**src/rtl/pool_bram_ctrl_pkg.sv**
```systemverilog
// rtl/pool_bram_ctrl_pkg.sv - shared types and constants for the pooling BRAM controller
package pool_bram_ctrl_pkg;

    localparam int PIX_W       = 8;
    localparam int WIN_PIX     = 16;
    localparam int WIN_W       = PIX_W * WIN_PIX;
    localparam int POOL_W      = 4 * PIX_W;
    localparam int TILE_CYCLES = 22;

    typedef enum logic [2:0] {
        ST_IDLE  = 3'd0,
        ST_FETCH = 3'd1,
        ST_POOL  = 3'd2,
        ST_WRITE = 3'd3,
        ST_DONE  = 3'd4
    } state_t;

    // Bit offset of window slot idx (r-major 4x4) inside the packed window.
    function automatic logic [6:0] pix_lsb(input logic [3:0] idx);
        return {idx, 3'b000};
    endfunction

endpackage

```
**src/rtl/pool_bram_if.sv**
```systemverilog
// rtl/pool_bram_if.sv - control, source-read, window and destination-write bundle
interface pool_bram_if #(
    parameter int ADDR_W = 16
) ();

    logic                                   start;
    logic                                   busy;
    logic                                   done;
    logic                                   rd_en;
    logic [ADDR_W-1:0]                      rd_addr;
    logic [pool_bram_ctrl_pkg::PIX_W-1:0]   rd_data;
    logic [pool_bram_ctrl_pkg::WIN_W-1:0]   win;
    logic [pool_bram_ctrl_pkg::POOL_W-1:0]  pool_out;
    logic                                   wr_en;
    logic [ADDR_W-1:0]                      wr_addr;
    logic [pool_bram_ctrl_pkg::PIX_W-1:0]   wr_data;

    modport master (
        input  start, rd_data, pool_out,
        output busy, done, rd_en, rd_addr, win, wr_en, wr_addr, wr_data
    );

    modport slave (
        output start, rd_data, pool_out,
        input  busy, done, rd_en, rd_addr, win, wr_en, wr_addr, wr_data
    );

endinterface

```
**src/rtl/pool_tile_addr_gen.sv**
```systemverilog
// rtl/pool_tile_addr_gen.sv - tile origin, pixel and byte counters with read/write address generation
module pool_tile_addr_gen
    import pool_bram_ctrl_pkg::*;
#(
    parameter int IMG_W  = 8,
    parameter int IMG_H  = 8,
    parameter int ADDR_W = 16
) (
    input  logic              clk,
    input  logic              rst,
    input  logic              clr,
    input  logic              fetch_inc,
    input  logic              write_inc,
    input  logic              tile_adv,
    output logic [3:0]        pix_slot,
    output logic              fetch_done,
    output logic [1:0]        byte_idx,
    output logic              last_tile,
    output logic [ADDR_W-1:0] rd_addr,
    output logic [ADDR_W-1:0] wr_addr
);

    localparam logic [ADDR_W-1:0] W_A  = ADDR_W'(IMG_W);
    localparam logic [ADDR_W-1:0] OW_A = ADDR_W'(IMG_W - 2);
    localparam logic [ADDR_W-1:0] OH_A = ADDR_W'(IMG_H - 2);
    localparam logic [ADDR_W-1:0] TWO  = ADDR_W'(2);

    logic [ADDR_W-1:0] tx;
    logic [ADDR_W-1:0] ty;
    logic [4:0]        pix_idx;
    logic              x_wrap;

    assign x_wrap     = (tx + TWO) == OW_A;
    assign last_tile  = x_wrap && ((ty + TWO) == OH_A);
    assign pix_slot   = pix_idx[3:0];
    assign fetch_done = (pix_idx == 5'(WIN_PIX));

    always_ff @(posedge clk) begin
        if (rst || clr) begin
            tx       <= '0;
            ty       <= '0;
            pix_idx  <= '0;
            byte_idx <= '0;
        end else if (tile_adv) begin
            pix_idx  <= '0;
            byte_idx <= '0;
            if (x_wrap) begin
                tx <= '0;
                ty <= ty + TWO;
            end else begin
                tx <= tx + TWO;
            end
        end else begin
            if (fetch_inc) pix_idx  <= pix_idx + 5'd1;
            if (write_inc) byte_idx <= byte_idx + 2'd1;
        end
    end

    // Source pixel (ty+r, tx+c) with r/c taken from the r-major window slot.
    assign rd_addr = (ty + ADDR_W'(pix_idx[3:2])) * W_A + tx + ADDR_W'(pix_idx[1:0]);

    // Byte order walks down first: (ty,tx), (ty+1,tx), (ty,tx+1), (ty+1,tx+1).
    assign wr_addr = (ty + ADDR_W'(byte_idx[0])) * OW_A + tx + ADDR_W'(byte_idx[1]);

endmodule

```
**src/rtl/pool_bram_ctrl.sv**
```systemverilog
// rtl/pool_bram_ctrl.sv - 4x4 window fetch / 2x2 result write-back controller; POOL_PERF_CNT_EN adds cycle_cnt
module pool_bram_ctrl
    import pool_bram_ctrl_pkg::*;
#(
    parameter int IMG_W  = 8,
    parameter int IMG_H  = 8,
    parameter int ADDR_W = 16
) (
    input  logic        clk,
    input  logic        rst,
    pool_bram_if.master bus
`ifdef POOL_PERF_CNT_EN
    ,
    output logic [31:0] cycle_cnt
`endif
);

    state_t state;
    state_t state_nxt;

    logic              busy;
    logic              done;
    logic              rd_en;
    logic              wr_en;
    logic              clr;
    logic              tile_adv;
    logic [3:0]        pix_slot;
    logic              fetch_done;
    logic [1:0]        byte_idx;
    logic              last_tile;
    logic [ADDR_W-1:0] rd_addr;
    logic [ADDR_W-1:0] wr_addr;

    logic [WIN_W-1:0]  win_q;
    logic [POOL_W-1:0] pool_q;
    logic              cap_vld;
    logic [3:0]        cap_idx;

    pool_tile_addr_gen #(
        .IMG_W  (IMG_W),
        .IMG_H  (IMG_H),
        .ADDR_W (ADDR_W)
    ) u_addr_gen (
        .clk        (clk),
        .rst        (rst),
        .clr        (clr),
        .fetch_inc  (rd_en),
        .write_inc  (wr_en),
        .tile_adv   (tile_adv),
        .pix_slot   (pix_slot),
        .fetch_done (fetch_done),
        .byte_idx   (byte_idx),
        .last_tile  (last_tile),
        .rd_addr    (rd_addr),
        .wr_addr    (wr_addr)
    );

    always_ff @(posedge clk) begin
        if (rst) state <= ST_IDLE;
        else     state <= state_nxt;
    end

    // FETCH holds one cycle past the last read so the 16th byte lands in the window.
    always_comb begin
        state_nxt = state;
        case (state)
            ST_IDLE:  if (bus.start)     state_nxt = ST_FETCH;
            ST_FETCH: if (fetch_done)    state_nxt = ST_POOL;
            ST_POOL:                     state_nxt = ST_WRITE;
            ST_WRITE: if (byte_idx == 2'd3)
                          state_nxt = last_tile ? ST_DONE : ST_FETCH;
            ST_DONE:                     state_nxt = ST_IDLE;
            default:                     state_nxt = ST_IDLE;
        endcase
    end

    always_comb begin
        busy     = 1'b0;
        done     = 1'b0;
        rd_en    = 1'b0;
        wr_en    = 1'b0;
        clr      = 1'b0;
        tile_adv = 1'b0;
        case (state)
            ST_IDLE:  clr = bus.start;
            ST_FETCH: begin
                busy  = 1'b1;
                rd_en = !fetch_done;
            end
            ST_POOL:  busy = 1'b1;
            ST_WRITE: begin
                busy     = 1'b1;
                wr_en    = 1'b1;
                tile_adv = (byte_idx == 2'd3) && !last_tile;
            end
            ST_DONE: begin
                busy = 1'b1;
                done = 1'b1;
            end
            default: ;
        endcase
    end

    always_ff @(posedge clk) begin
        if (rst) begin
            win_q   <= '0;
            pool_q  <= '0;
            cap_vld <= 1'b0;
            cap_idx <= '0;
        end else begin
            cap_vld <= rd_en;
            cap_idx <= pix_slot;
            if (cap_vld)
                win_q[pix_lsb(cap_idx) +: PIX_W] <= bus.rd_data;
            if (state == ST_POOL)
                pool_q <= bus.pool_out;
        end
    end

`ifdef POOL_PERF_CNT_EN
    always_ff @(posedge clk) begin
        if (rst || clr) cycle_cnt <= '0;
        else if (busy)  cycle_cnt <= cycle_cnt + 32'd1;
    end
`endif

    assign bus.busy    = busy;
    assign bus.done    = done;
    assign bus.rd_en   = rd_en;
    assign bus.rd_addr = rd_addr;
    assign bus.win     = win_q;
    assign bus.wr_en   = wr_en;
    assign bus.wr_addr = wr_addr;
    assign bus.wr_data = pool_q[{byte_idx, 3'b000} +: PIX_W];

endmodule

```
**src/flat_wrapper.sv**
```systemverilog
// flat-port wrapper written by rule: the top's interface ports become plain ports
module pool_bram_ctrl_flat import pool_bram_ctrl_pkg::*;
#(
    parameter int IMG_W  = 8,
    parameter int IMG_H  = 8,
    parameter int ADDR_W = 16
)
  (clk, rst, bus_start, bus_rd_data, bus_pool_out, bus_busy, bus_done, bus_rd_en, bus_rd_addr, bus_win, bus_wr_en, bus_wr_addr, bus_wr_data);
  pool_bram_if #(.ADDR_W(ADDR_W)) bus_i ();
  input  logic clk;
  input  logic rst;
  input wire logic [$bits(bus_i.start)-1:0] bus_start;
  input wire logic [$bits(bus_i.rd_data)-1:0] bus_rd_data;
  input wire logic [$bits(bus_i.pool_out)-1:0] bus_pool_out;
  output wire logic [$bits(bus_i.busy)-1:0] bus_busy;
  output wire logic [$bits(bus_i.done)-1:0] bus_done;
  output wire logic [$bits(bus_i.rd_en)-1:0] bus_rd_en;
  output wire logic [$bits(bus_i.rd_addr)-1:0] bus_rd_addr;
  output wire logic [$bits(bus_i.win)-1:0] bus_win;
  output wire logic [$bits(bus_i.wr_en)-1:0] bus_wr_en;
  output wire logic [$bits(bus_i.wr_addr)-1:0] bus_wr_addr;
  output wire logic [$bits(bus_i.wr_data)-1:0] bus_wr_data;
  assign bus_i.start = bus_start;
  assign bus_i.rd_data = bus_rd_data;
  assign bus_i.pool_out = bus_pool_out;
  assign bus_busy = bus_i.busy;
  assign bus_done = bus_i.done;
  assign bus_rd_en = bus_i.rd_en;
  assign bus_rd_addr = bus_i.rd_addr;
  assign bus_win = bus_i.win;
  assign bus_wr_en = bus_i.wr_en;
  assign bus_wr_addr = bus_i.wr_addr;
  assign bus_wr_data = bus_i.wr_data;
  pool_bram_ctrl #(.IMG_W(IMG_W), .IMG_H(IMG_H), .ADDR_W(ADDR_W)) u_core (.clk(clk), .rst(rst), .bus(bus_i));
endmodule
```
**config.mk**
```make
export PLATFORM = sky130hd
export DESIGN_NAME = pool_bram_ctrl_flat
export DESIGN_NICKNAME = d
export VERILOG_FILES = /design/src/rtl/pool_bram_ctrl_pkg.sv /design/src/rtl/pool_bram_if.sv /design/src/rtl/pool_tile_addr_gen.sv /design/src/rtl/pool_bram_ctrl.sv /design/src/flat_wrapper.sv
export SDC_FILE = /design/constraint.sdc
export NUM_CORES = 1
export LEC_CHECK = 0
export CAP_MARGIN = 15
export CORE_UTILIZATION = 41
export DETAILED_ROUTE_END_ITERATION = 12
export PLACE_DENSITY = 0.7
export SKIP_CTS_REPAIR_TIMING = 1
export SLEW_MARGIN = 0
export SYNTH_ARGS = -nofsm -noshare
export SYNTH_HDL_FRONTEND = slang
export SYNTH_SLANG_ARGS = --single-unit
export TNS_END_PERCENT = 100
```
**constraint.sdc**
```tcl
create_clock -name clk -period 6.1 [get_ports clk]
set_input_delay 0.915 -clock clk [delete_from_list [all_inputs] [get_ports clk]]
set_output_delay 0.915 -clock clk [all_outputs]
set_load 0.03 [all_outputs]
```
; ---- After elaboration in Yosys (flattened, before gate mapping)
; Index checks and enable logic that the tools add are counted.
[totals]
register_bits = 207
latch_bits = 0
ramBits = 0
rom_bits = 0
word_cells = 58
memories = 0
[op_classes]
n_addsub = 11
n_mul = 1
n_div = 0
magnitude_cmp = 0
n_eq_ne = 11
n_shift = 3
n_mux = 13
n_bitwise = 0
reduce_logical = 10
[ops]
columns = cell, n
row1 = 128-bit bitwise mux, 1
row2 = 8-bit by 9-bit variable shift with 128-bit output (first input constant), 1
row3 = 8-bit by 9-bit variable part select with 128-bit output, 1
row4 = 16-bit by 1-bit adder with 16-bit output, 2
row5 = 16-bit adder, 2
row6 = 16-bit by 2-bit adder with 16-bit output (second input constant), 2
row7 = 16-bit by 3-bit == test with 1-bit output (second input constant), 2
row8 = 32-bit by 6-bit variable part select with 8-bit output, 1
row9 = 16-bit by 2-bit adder with 16-bit output, 1
row10 = 16-bit by 2-bit multiplier with 15-bit output (second input constant), 1
row11 = 16-bit two-way mux, 1
row12 = 13-bit by 2-bit adder with 13-bit output, 1
row13 = 3-bit two-way mux, 4
row14 = 3-bit case mux with 4 select lines, 1
row15 = 7-bit negation with 9-bit output, 1
row16 = 3-bit by 2-bit == test with 1-bit output (second input constant), 2
row17 = 1-bit two-way mux, 6
row18 = 5-bit by 1-bit adder with 5-bit output (second input constant), 1
row19 = 5-bit == test (second input constant), 1
row20 = 2-bit by 1-bit inequality test with 1-bit output (second input constant), 2
row21 = 4-bit OR reduction, 1
row22 = 3-bit by 1-bit == test with 1-bit output (second input constant), 1
row23 = 3-bit == test (second input constant), 1
row24 = 3-bit zero test, 1
row25 = other kinds (9), 11

; ---- Longest topological paths before layout
[depth]
ltp_word = 7
ltp_mapped = 18
ltp_nobuf = 18

; ---- Modules after synthesis
; A second synthesis with hierarchy kept.
[unflattened]
cells_unflattened = 1193
hier_area_um2 = 10456.3
[modules_own_cells]
columns = mod, n_inst, cells_each, area_each_um2, seq_area_each_um2
row1 = pool_bram_ctrl, 1, 684, 6492.5, 3363.2
row2 = pool_tile_addr_gen, 1, 509, 3963.8, 740.7

; ---- Least setup slack after synthesis
; OpenSTA, ideal clock, no wires.
[synth_path]
path_kind = register -> output
startpoint = register u_core.u_addr_gen.ty[1]
endpoint = output port bus_wr_addr[15]
t_arrival_ns = 3.802
t_required_ns = 5.185
path_slack_ns = 1.383
stages_incl_launch_ff = 19
path_cell_list = dfxtp_1 ha_1 fa_1 a21o_1 a21oi_1 nor2b_1 nor2_1 nor2_1 nor2_1 xnor2_1 ha_1 or2_2 o22a_1 o311a_1 o21a_1 o21a_1 or4_1 a31oi_1 xnor3_1
[synth_via]
elab_chain_cells = 4
[synth_lines]
columns = item, line
row1 = from (decl), pool_tile_addr_gen.sv:29  ; logic [ADDR_W-1:0] ty;
row2 = from (signal assigned), pool_tile_addr_gen.sv:49  ; ty <= ty + TWO;
row3 = 16-bit by 1-bit adder with 16-bit output, pool_tile_addr_gen.sv:63  ; assign wr_addr = (ty + ADDR_W'(byte_idx[0])) * OW_A + tx + ADDR_W'(byte_idx[1]);
row4 = 16-bit by 2-bit multiplier with 15-bit output, pool_tile_addr_gen.sv:63
row5 = 16-bit adder, pool_tile_addr_gen.sv:63
row6 = 16-bit by 1-bit adder with 16-bit output, pool_tile_addr_gen.sv:63
row7 = to (decl), flat_wrapper.sv:21  ; output wire logic [$bits(bus_i.wr_addr)-1:0] bus_wr_addr;
; No other way between the ends.

; ---- Worst setup path after layout
[layout_path]
startpoint = register u_core.u_addr_gen.ty[1]
endpoint = output port bus_wr_addr[12]
; Same word-level chain as after synthesis.

==> flow_metrics.env <==
export IMPL_whs_path_depth=2
export IMPL_wl_per_cell_um=16.95
export IMPL_synth_yosys_seq_area_share=0.4023
export IMPL_coreArea_um2=24390
export IMPL_grt_pass1_vias=8083
export IMPL_firstDrtPassIters=5
export IMPL_synthFlopType="dfxtp_1"
export IMPL_antenna_left=0
export IMPL_gp_congestion=0.8845
export IMPL_syn_cell_area_um2=10200
export IMPL_drv_cap=0
export IMPL_rsz0062_at_grt="false"
export IMPL_worst_setup_path_start_kind="register"
export IMPL_fmax_mhz=174.4
export IMPL_syn_avg_cell_area_um2=8.997
export IMPL_drt_wl_total_mm=28.08
export IMPL_cts_sinks=205
export IMPL_drc=0
export IMPL_antenna_found_initial=0
export IMPL_min_period_ns=5.733
export IMPL_synth_cells=1134
export IMPL_rows=57
export IMPL_clkLatencyLatePin_ns=0.50
export IMPL_via_count=8669
export IMPL_crit_path_max_fanout=8
export IMPL_clockBufferDepth=3
export IMPL_critPathRequiredTime_ns=5.18
export IMPL_die_w_um=159.7
export IMPL_tritoncts="built"
export IMPL_n_antenna_cell=0
export IMPL_hold_violations=0
export IMPL_hpwl_mm=20.25
export IMPL_power_density_nw_per_um2=207.7
export IMPL_worstReg2RegStart="u_core.u_addr_gen.ty[6]"
export IMPL_path_clk_slew_ns=0.06
export IMPL_syn_to_final_growth_pct=29.89
export IMPL_synth_async_reset_ratio=0
export IMPL_final_common_cell="clkdlybuf4s50_1"
export IMPL_finalCritPeriodShare=0.9398
export IMPL_root_buffer="clkbuf_16"
export IMPL_r2r_setup_slack_ns=2.59
export IMPL_maxSlewViolCount=0
export IMPL_min_to="u_core.pool_q[16]"
export IMPL_drive_gt1_frac=0.05401
export IMPL_port_buffers=214
export IMPL_htree_num_levels=1
export IMPL_ff2ff_path_depth=9
export IMPL_final_cell_mix="clkdlybuf4s50_1, nor2_1, dfxtp_1"
export IMPL_nFillCells=2239
export IMPL_grt_overflow_total=0
export IMPL_dpl_cell_area_um2=12540
export IMPL_hold_path_class="reg -> reg"
export IMPL_ir_worst_vdd_mv=0.1601
export IMPL_setup_viol=0
export IMPL_syn_nets=1232
export IMPL_worstReg2RegEnd="u_core.u_addr_gen.byte_idx[0]"
export IMPL_die_area_um2=25520
export IMPL_via_per_inst=5.232
export IMPL_first_iter_violations=597
export IMPL_cts_buffers=23
export IMPL_grt_max_degree=78
export IMPL_io_pins=215
export IMPL_ys_warnings_count=0
export IMPL_ys_ff_latch=205
export IMPL_leakagePower_nw=5.135
export IMPL_power_total_w=0.002752
export IMPL_final_area_um2=13250
export IMPL_die_h_um=159.7
export IMPL_floorplan_initialDensity=0.4183
export IMPL_endpoint_kind="output pin"
export IMPL_critical_path_class="reg -> out"
export IMPL_synth_cell_type_count=66
export IMPL_status="finished, final reports clean"
export IMPL_hold_path_startpoint="u_core.pool_q[16]"
export IMPL_gr_usage_all_layers=0.2154
export IMPL_cp_arrival_ns=4.82
export IMPL_max_slew_margin=0.2323
export IMPL_grt_pass1_wl_mm=44.34
export IMPL_synth_edff_count=0
export IMPL_setup_tns_ns=0
export IMPL_skew_ns=0.01199
export IMPL_worstMarginPinSlew_ns=1.147
export IMPL_fin_nets=1416
==> cells by family (layout without fill, tap and decap cells) <==
| logic type | Yosys count | after routing | share of synthesized area |
|---|---|---|---|
| multiplexers | 139 | 139 | 0.1463 |
| flip-flops | 205 | 205 | 0.4023 |
| adder cells (fa/ha/maj) | 55 | 55 | 0.06819 |
| AND/OR/NAND/NOR | 449 | 449 | 0.2031 |
| buffers and inverters | 83 | 282 | 0.03507 |
| AO/OA/AOI/OAI | 128 | 128 | 0.07935 |
| XOR/XNOR | 75 | 75 | 0.06574 |
==> synthesized netlist by cell type, types with 4 or more instances <==
cell / number / area, µm²
a211oi_1: 6 / 45.04
a21oi_1: 57 / 285.3
a31oi_1: 10 / 62.56
and2_1: 13 / 81.33
and3_1: 15 / 93.84
buf_1: 10 / 37.54
buf_2: 5 / 25.02
clkbuf_1: 41 / 153.9
dfxtp_1: 205 / 4104
ha_1: 54 / 675.7
inv_1: 21 / 78.83
mux2i_1: 130 / 1301
mux4_2: 8 / 180.2
nand2_1: 96 / 360.4
nand2b_1: 4 / 25.02
nand3_1: 21 / 105.1
nand4_1: 14 / 87.58
nor2_1: 210 / 788.3
nor2b_1: 10 / 62.56
nor3_1: 24 / 120.1
nor3_2: 6 / 60.06
nor4_1: 10 / 62.56
o21a_1: 7 / 52.55
o21ai_0: 16 / 80.08
or3_1: 7 / 43.79
or4_1: 5 / 37.54
xnor2_1: 53 / 464.2
xor2_1: 21 / 183.9
==> power by group <==
group / switching, W / internal, W / total, W
clock: 0.000541 / 0.000752 / 0.00129
sequential: 0.00000533 / 0.00134 / 0.00135
combinational: 0.0000661 / 0.0000440 / 0.000110
==> state kept, by name, summed over array words and instances, names as in the netlist <==
name	cells
u_core.pool_q	32
u_core.u_addr_gen.tx	15
u_core.u_addr_gen.byte_idx	2
u_core.cap_vld	1
u_core.u_addr_gen.ty	15
u_core.u_addr_gen.pix_idx	5
u_core.cap_idx	4
u_core.bus.win	128
u_core.state	3
==> critical path, stage by stage (launching register included) <==
cell	delay [ns]
dfxtp_1	0.41
ha_1	0.27
fa_1	0.42
a21o_1	0.17
a21oi_1	0.22
nor2b_1	0.10
nor2_1	0.10
nor2_1	0.05
nor2_1	0.11
xnor2_1	0.08
ha_1	0.20
or2_2	0.30
o22a_1	0.18
o311a_1	0.15
o21a_1	0.20
o21a_1	0.21
or2_2	0.30
xor2_1	0.16
clkdlybuf4s50_1	0.69
==> layer usage <==
layer  part of all wire  vias to the layer above  wire length, µm  GRT usage
met5                  0                        -                0          0
met4              0.024                        0              681    0.06512
met3              0.053                       43             1489    0.02935
met2               0.46                      275            12920     0.3567
met1               0.46                     4074            12990     0.2904
li1                   -                     4277                -          -
==> how the worst max path moves through the flow <==
stage	from	endpoint	slack, ns	cells after the start
floorplan	u_core.u_addr_gen.ty[1]	bus_wr_addr[15]	1.38	18
global placement	u_core.u_addr_gen.ty[1]	bus_wr_addr[15]	0.70	18
detailed placement	u_core.u_addr_gen.ty[1]	bus_wr_addr[15]	0.64	19
CTS	u_core.u_addr_gen.ty[1]	bus_wr_addr[15]	0.09	19
global route	u_core.u_addr_gen.ty[1]	bus_wr_addr[15]	0.14	19
finish	u_core.u_addr_gen.ty[1]	bus_wr_addr[12]	0.37	18
==> area by class of cell <==
class                      count  area (µm²)  area share
clock buffer                  32       659.4     0.04976
sequential                   205        4104      0.3097
clock inverter                 8       46.29    0.003494
multi-input combinational    846        5741      0.4332
inverter                      21       78.83    0.005948
tap                          324       405.4     0.03059
timing repair buffer         221        2217      0.1673
==> through the flow <==
step | setup slack [ns] | hold slack [ns] | util | std cells
after detailed placement | 0.6358 | 0.4450 | 0.5142 | 1617
after CTS | 0.08725 | 0.4536 | 0.5431 | 1657
final | 0.3673 | 0.4526 | 0.5433 | 1657
after floorplan | 1.383 | 0.4331 | - | 1134
after global routing | 0.1412 | 0.4716 | 0.5433 | 1657
after global placement | 0.6981 | 0.4408 | 0.5130 | 1616
(Power assumes the default switching activity.)
